<file path="config.mk">
export PLATFORM = sky130hd
export DESIGN_NAME = uart_tx_arb
export DESIGN_NICKNAME = d
export VERILOG_FILES = /design/src/rtl/uart_tx_arb.sv
export SDC_FILE = /design/constraint.sdc
export NUM_CORES = 1
export LEC_CHECK = 0
export BUFFER_PORTS_ARGS = -buffer_cell sky130_fd_sc_hd__buf_4
export CAP_MARGIN = 5
export CELL_PAD_IN_SITES_DETAIL_PLACEMENT = 0
export CELL_PAD_IN_SITES_GLOBAL_PLACEMENT = 2
export CORE_UTILIZATION = 27
export CTS_CLUSTER_DIAMETER = 80
export DETAILED_ROUTE_END_ITERATION = 12
export GPL_TIMING_DRIVEN = 0
export PLACE_DENSITY_LB_ADDON = 0.1
export SETUP_SLACK_MARGIN = 0.3
export SLEW_MARGIN = 20
export SYNTH_ARGS = -nofsm -noshare
export SYNTH_HDL_FRONTEND = slang
export SYNTH_SLANG_ARGS = --single-unit
</file>
<file path="constraint.sdc">
create_clock -name clk -period 2.9 [get_ports clk]
set_clock_uncertainty 0.2 [all_clocks]
set_input_delay 0.145 -clock clk [delete_from_list [all_inputs] [get_ports clk]]
set_output_delay 0.145 -clock clk [all_outputs]
set_load 0.005 [all_outputs]
</file>
<file path="src/rtl/uart_tx_arb.sv">
// Frame-level round-robin arbiter that multiplexes NUM_REQ byte producers onto one
// uart_tx byte stream, optionally prefixing each frame with a requester-ID header byte.
module uart_tx_arb #(
   parameter int         NUM_REQ        = 4,
   parameter bit         INSERT_ID      = 1'b1,
   parameter logic [7:0] ID_BASE        = 8'h80,
   parameter int         TIMEOUT_CYCLES = 1024,
   localparam int        GW             = (NUM_REQ > 1) ? $clog2(NUM_REQ) : 1,
   localparam int        CW             = (TIMEOUT_CYCLES > 0) ? $clog2(TIMEOUT_CYCLES + 1) : 1
) (
   input  logic                 clk,
   input  logic                 rst,
   input  logic [NUM_REQ*8-1:0] req_data,
   input  logic [NUM_REQ-1:0]   req_valid,
   input  logic [NUM_REQ-1:0]   req_last,
   output logic [NUM_REQ-1:0]   req_ready,
   output logic [7:0]           byte_out_data,
   output logic                 byte_out_valid,
   input  logic                 byte_out_ready,
   output logic [GW-1:0]        grant_idx,
   output logic                 busy,
   output logic                 timeout_pulse
);

   typedef enum logic [1:0] {
      ST_IDLE   = 2'd0,
      ST_HEADER = 2'd1,
      ST_STREAM = 2'd2
   } state_t;

   localparam logic [CW-1:0] CNT_LAST = (TIMEOUT_CYCLES > 0) ? CW'(TIMEOUT_CYCLES - 1) : '0;

   state_t        state;
   logic [GW-1:0] grant;
   logic [GW-1:0] rr_ptr;
   logic [CW-1:0] stall_cnt;
   logic [GW-1:0] pick;
   logic [GW-1:0] cand;
   logic          gvalid;
   logic          glast;
   logic          to_hit;

   function automatic logic [GW-1:0] wrap_idx(input logic [GW-1:0] base, input int k);
      int s;
      s = int'(base) + k;
      if (s >= NUM_REQ) s = s - NUM_REQ;
      return GW'(s);
   endfunction

   // Scan from farthest to nearest so the closest candidate after rr_ptr wins.
   always_comb begin
      pick = rr_ptr;
      cand = rr_ptr;
      for (int k = NUM_REQ; k >= 1; k--) begin
         cand = wrap_idx(rr_ptr, k);
         if (req_valid[cand]) pick = cand;
      end
   end

   assign gvalid = req_valid[grant];
   assign glast  = req_last[grant];
   // Fires on the stall cycle that would bring the counter to TIMEOUT_CYCLES.
   assign to_hit = (TIMEOUT_CYCLES != 0) && (state == ST_STREAM) && !gvalid &&
                   (stall_cnt == CNT_LAST);

   always_ff @(posedge clk) begin
      if (rst) begin
         state     <= ST_IDLE;
         grant     <= '0;
         rr_ptr    <= GW'(NUM_REQ - 1);
         stall_cnt <= '0;
      end else begin
         case (state)
            ST_IDLE: begin
               stall_cnt <= '0;
               if (|req_valid) begin
                  grant  <= pick;
                  rr_ptr <= pick;
                  state  <= INSERT_ID ? ST_HEADER : ST_STREAM;
               end
            end
            ST_HEADER: begin
               if (byte_out_ready) state <= ST_STREAM;
            end
            ST_STREAM: begin
               if (gvalid) begin
                  stall_cnt <= '0;
                  if (byte_out_ready && glast) state <= ST_IDLE;
               end else if (to_hit) begin
                  stall_cnt <= '0;
                  state     <= ST_IDLE;
               end else if (TIMEOUT_CYCLES != 0) begin
                  stall_cnt <= stall_cnt + 1'b1;
               end
            end
            default: state <= ST_IDLE;
         endcase
      end
   end

   always_comb begin
      byte_out_data  = '0;
      byte_out_valid = 1'b0;
      case (state)
         ST_HEADER: begin
            byte_out_data  = ID_BASE + 8'(grant);
            byte_out_valid = 1'b1;
         end
         ST_STREAM: begin
            byte_out_data  = req_data[{grant, 3'b000} +: 8];
            byte_out_valid = gvalid;
         end
         default: ;
      endcase
   end

   for (genvar i = 0; i < NUM_REQ; i++) begin : g_rdy
      assign req_ready[i] = (state == ST_STREAM) && (grant == GW'(i)) && byte_out_ready;
   end

   assign grant_idx     = (state == ST_IDLE) ? '0 : grant;
   assign busy          = (state != ST_IDLE);
   assign timeout_pulse = to_hit;

endmodule

</file>
==> summary.txt <==
Outcome
  – Status: completed

Route
  – Routed WL per cell: 14.5 um
  – Initial drt markers: 34
  – Drt via density: 4.97
  – Antenna Nets Post-Route: 0
  – Drt first pass iters: 4
  – Routed vias: 1471
  – Remaining DRCs: 0
  – DRT Wirelength: 4300 um

Clock network
  – Post-CTS Setup Repair Bufs: 0
  – H-Tree Depth: 1
  – Clk slew on worst S/H paths: 60 ps
  – Hold buffer count at cts: 0
  – CTS Buf Count: 3
  – Max Root-Sink Buffers: 2
  – Clock Sinks: 17
  – CTS tree: yes
  – Clock Tree Root: clkbuf_8
  – Skew-Pair Late Insertion Delay: 240 ps

Placed design
  – Post-DP HPWL: 3440 um
  – Cell Area, Placed: 1950 um2
  – Final Wtd Congestion: 0.747
  – Port Buf Inserts: 58
  – Pre-CTS setup slack: 324 ps
  – Placed Cells: 292

Logic synthesis
  – Synth warn: 0
  – Syn Std Cell Area: 1420 um2
  – Syn Nets: 212
  – Syn Area/Cell: 8.68 um2
  – Seq cells post-synth: 17
  – Seq/Total Area, Yosys: 23.9%
  – Post-Synthesis Cells: 164
  – Most used DFF post-synth: dfxtp_1
  – Top cell type's share of synthesized area: 23.9%
  – Distinct cells, synth: 43
  – Yosys top cell by area: dfxtp_1
  – Area contributors post-synth: dfxtp_1 (24%), mux4_2 (13%), a311oi_1 (4.9%)
  – Post-synth EDFFs: 0
  – Async S/R FF share, synth: 0%

STA
  – WHS: 109 ps
  – Fin crit share: 84.0%
  – Final hold violations: 0
  – Setup violators final: 0
  – Final Slew Violations: 0
  – Relative slew slack: 63.8%
  – Worst Tran Pin Value: 544 ps
  – Fmax: 411 MHz
  – Setup TNS: 0 ps
  – Tmin final: 2430 ps
  – Unrepaired setup endpoints after global routing: no
  – Fin worst setup slack: 465 ps

Power
  – Switch share: 40.5%
  – Internal power: 0.743 mW
  – Worst IR Drop VDD: 255 uV
  – Flop pwr share: 24.1%
  – Leak: 0.787 nW
  – Switching Power: 0.506 mW
  – Clock share of power: 13.6%
  – Power per cell area: 627 nW/um2
  – Logic gate share of total power: 62.2%

GRT
  – First-pass GRT wire length: 6700 um
  – Pin count of the biggest net entering global routing: 11
  – Tot GR Track Use: 15.7%
  – Initial antenna violation count: 0
  – Vias in the first global route: 1405
  – Gr ovfl total: 0

Finish
  – Synth-to-layout area growth: 40.0%
  – Final nets: 275
  – Finished Cell Area: 1990 um2
  – Layout cell share with drive strength beyond 1: 35.4%
  – Commonest non-fill, non-tap cell in the layout: buf_4
  – Most frequent cells in the layout: buf_4 (58), dfxtp_1 (17), nand2_1 (12), nor2_1 (12)
  – Non-filler cells, final: 296
  – N_diodes: 0

Setup path
  – Worst Setup Start Kind: flip-flop
  – Crit path capture type: flip-flop
  – Arrival @ worst endpoint: 2350 ps
  – Critical path peak fanout: 10
  – WP data required: 2810 ps
  – Critical path type: flip-flop to flip-flop

Floorplan
  – Die area: 5570 um2
  – Initial Util: 27.9%
  – Row count: 26
  – Core area: 5110 um2
  – I/O pin count: 60
  – Die X: 74.6 um
  – Die H: 74.6 um

Run
  – Max_cap viols: 0

Min path
  – HP Class: input port to flip-flop
## state kept, by name, summed over array words and instances (netlist names)
name and flops:
grant 2, rr_ptr 2, stall_cnt 11, state 2
## path summary, 6_finish.rpt
path                                   from                   endpoint  slack (ps)  cells after the start
setup reg to reg  stall_cnt[0]$_SDFFE_PP0P_  stall_cnt[3]$_SDFFE_PP0P_         470                      7
hold / removal                 req_valid[3]     rr_ptr[1]$_SDFFE_PP1P_         110                      3
setup / recovery  stall_cnt[0]$_SDFFE_PP0P_  stall_cnt[3]$_SDFFE_PP0P_         470                      7
hold reg to reg   stall_cnt[8]$_SDFFE_PP0P_  stall_cnt[8]$_SDFFE_PP0P_         300                      1
## per-layer routing
layer	up-vias	global-route usage (%)	share of wire (%)
met3	0	3.21	5.0
met2	43	27.5	49
met4	0	1.26	0
met5	-	0	0
met1	690	20.6	46
li1	738	-	-
## synth_stat cells, types with 4 or more instances
cell type,n
dfxtp_1,17
nand2_1,12
nor2_1,12
a21oi_1,11
nand2b_1,11
a311oi_1,8
mux4_2,8
and3_1,6
inv_1,6
mux2i_1,6
nor2b_1,6
ha_1,5
nand3_1,5
nor3_1,5
clkbuf_1,4
## per-stage QoR
| step | total power, mW | utilization (%) |
|---|---|---|
| 2_1_floorplan | 0.842 | - |
| 3_3_place_gp | 1.08 | 38.1 |
| 6_report | 1.25 | 39.0 |
| 4_1_cts | 1.27 | 39.0 |
| 3_5_place_dp | 1.09 | 38.1 |
| 5_1_grt | 1.36 | 39.0 |
## layout make-up
cell class	count	area (um2)
multi-input cells	131	1020
repair buffers	58	435
well taps	70	87.6
clock buffers	4	45.0
plain buffers	10	42.5
inverters	6	22.5
fillers	554	3110
flip-flops and latches	17	340
## what timing repair did
action | in CTS | in global routing
endpoints found under the hold margin | 0 | 0
setup endpoints to repair | 0 | 6
gates resized for setup | 0 | 1
## cell families (layout without fill, tap and decap cells)
kind of cell | Yosys count | count (layout) | share of synthesized area, %
adders and majority gates | 5 | 5 | 4.39
xor gates and xnor gates | 3 | 3 | 1.85
muxes | 15 | 15 | 17.7
and+or+nand+nor | 70 | 70 | 27.1
DFF | 17 | 17 | 23.9
buffers and inverters | 16 | 78 | 4.48
AOI/OAI and AO/OA | 38 | 38 | 20.7
## worst max-delay path, stage by stage (launching register included)
cell and delay [ps]:
dfxtp_1 410, ha_1 250, nand3_2 130, or4_4 580, o21a_4 240, buf_2 190, a41oi_1 230, a311oi_1 70
## power groups by stage
| stage | Sequential [mW] | Combinational, mW | Clock (mW) |
|---|---|---|---|
| floorplan | 0.299 | 0.543 | 0 |
| global placement | 0.304 | 0.777 | 0 |
| detailed placement | 0.307 | 0.786 | 0 |
| CTS | 0.301 | 0.790 | 0.179 |
| global route | 0.307 | 0.864 | 0.193 |
| finish | 0.302 | 0.777 | 0.170 |
Power figures use the tool's default switching activity.
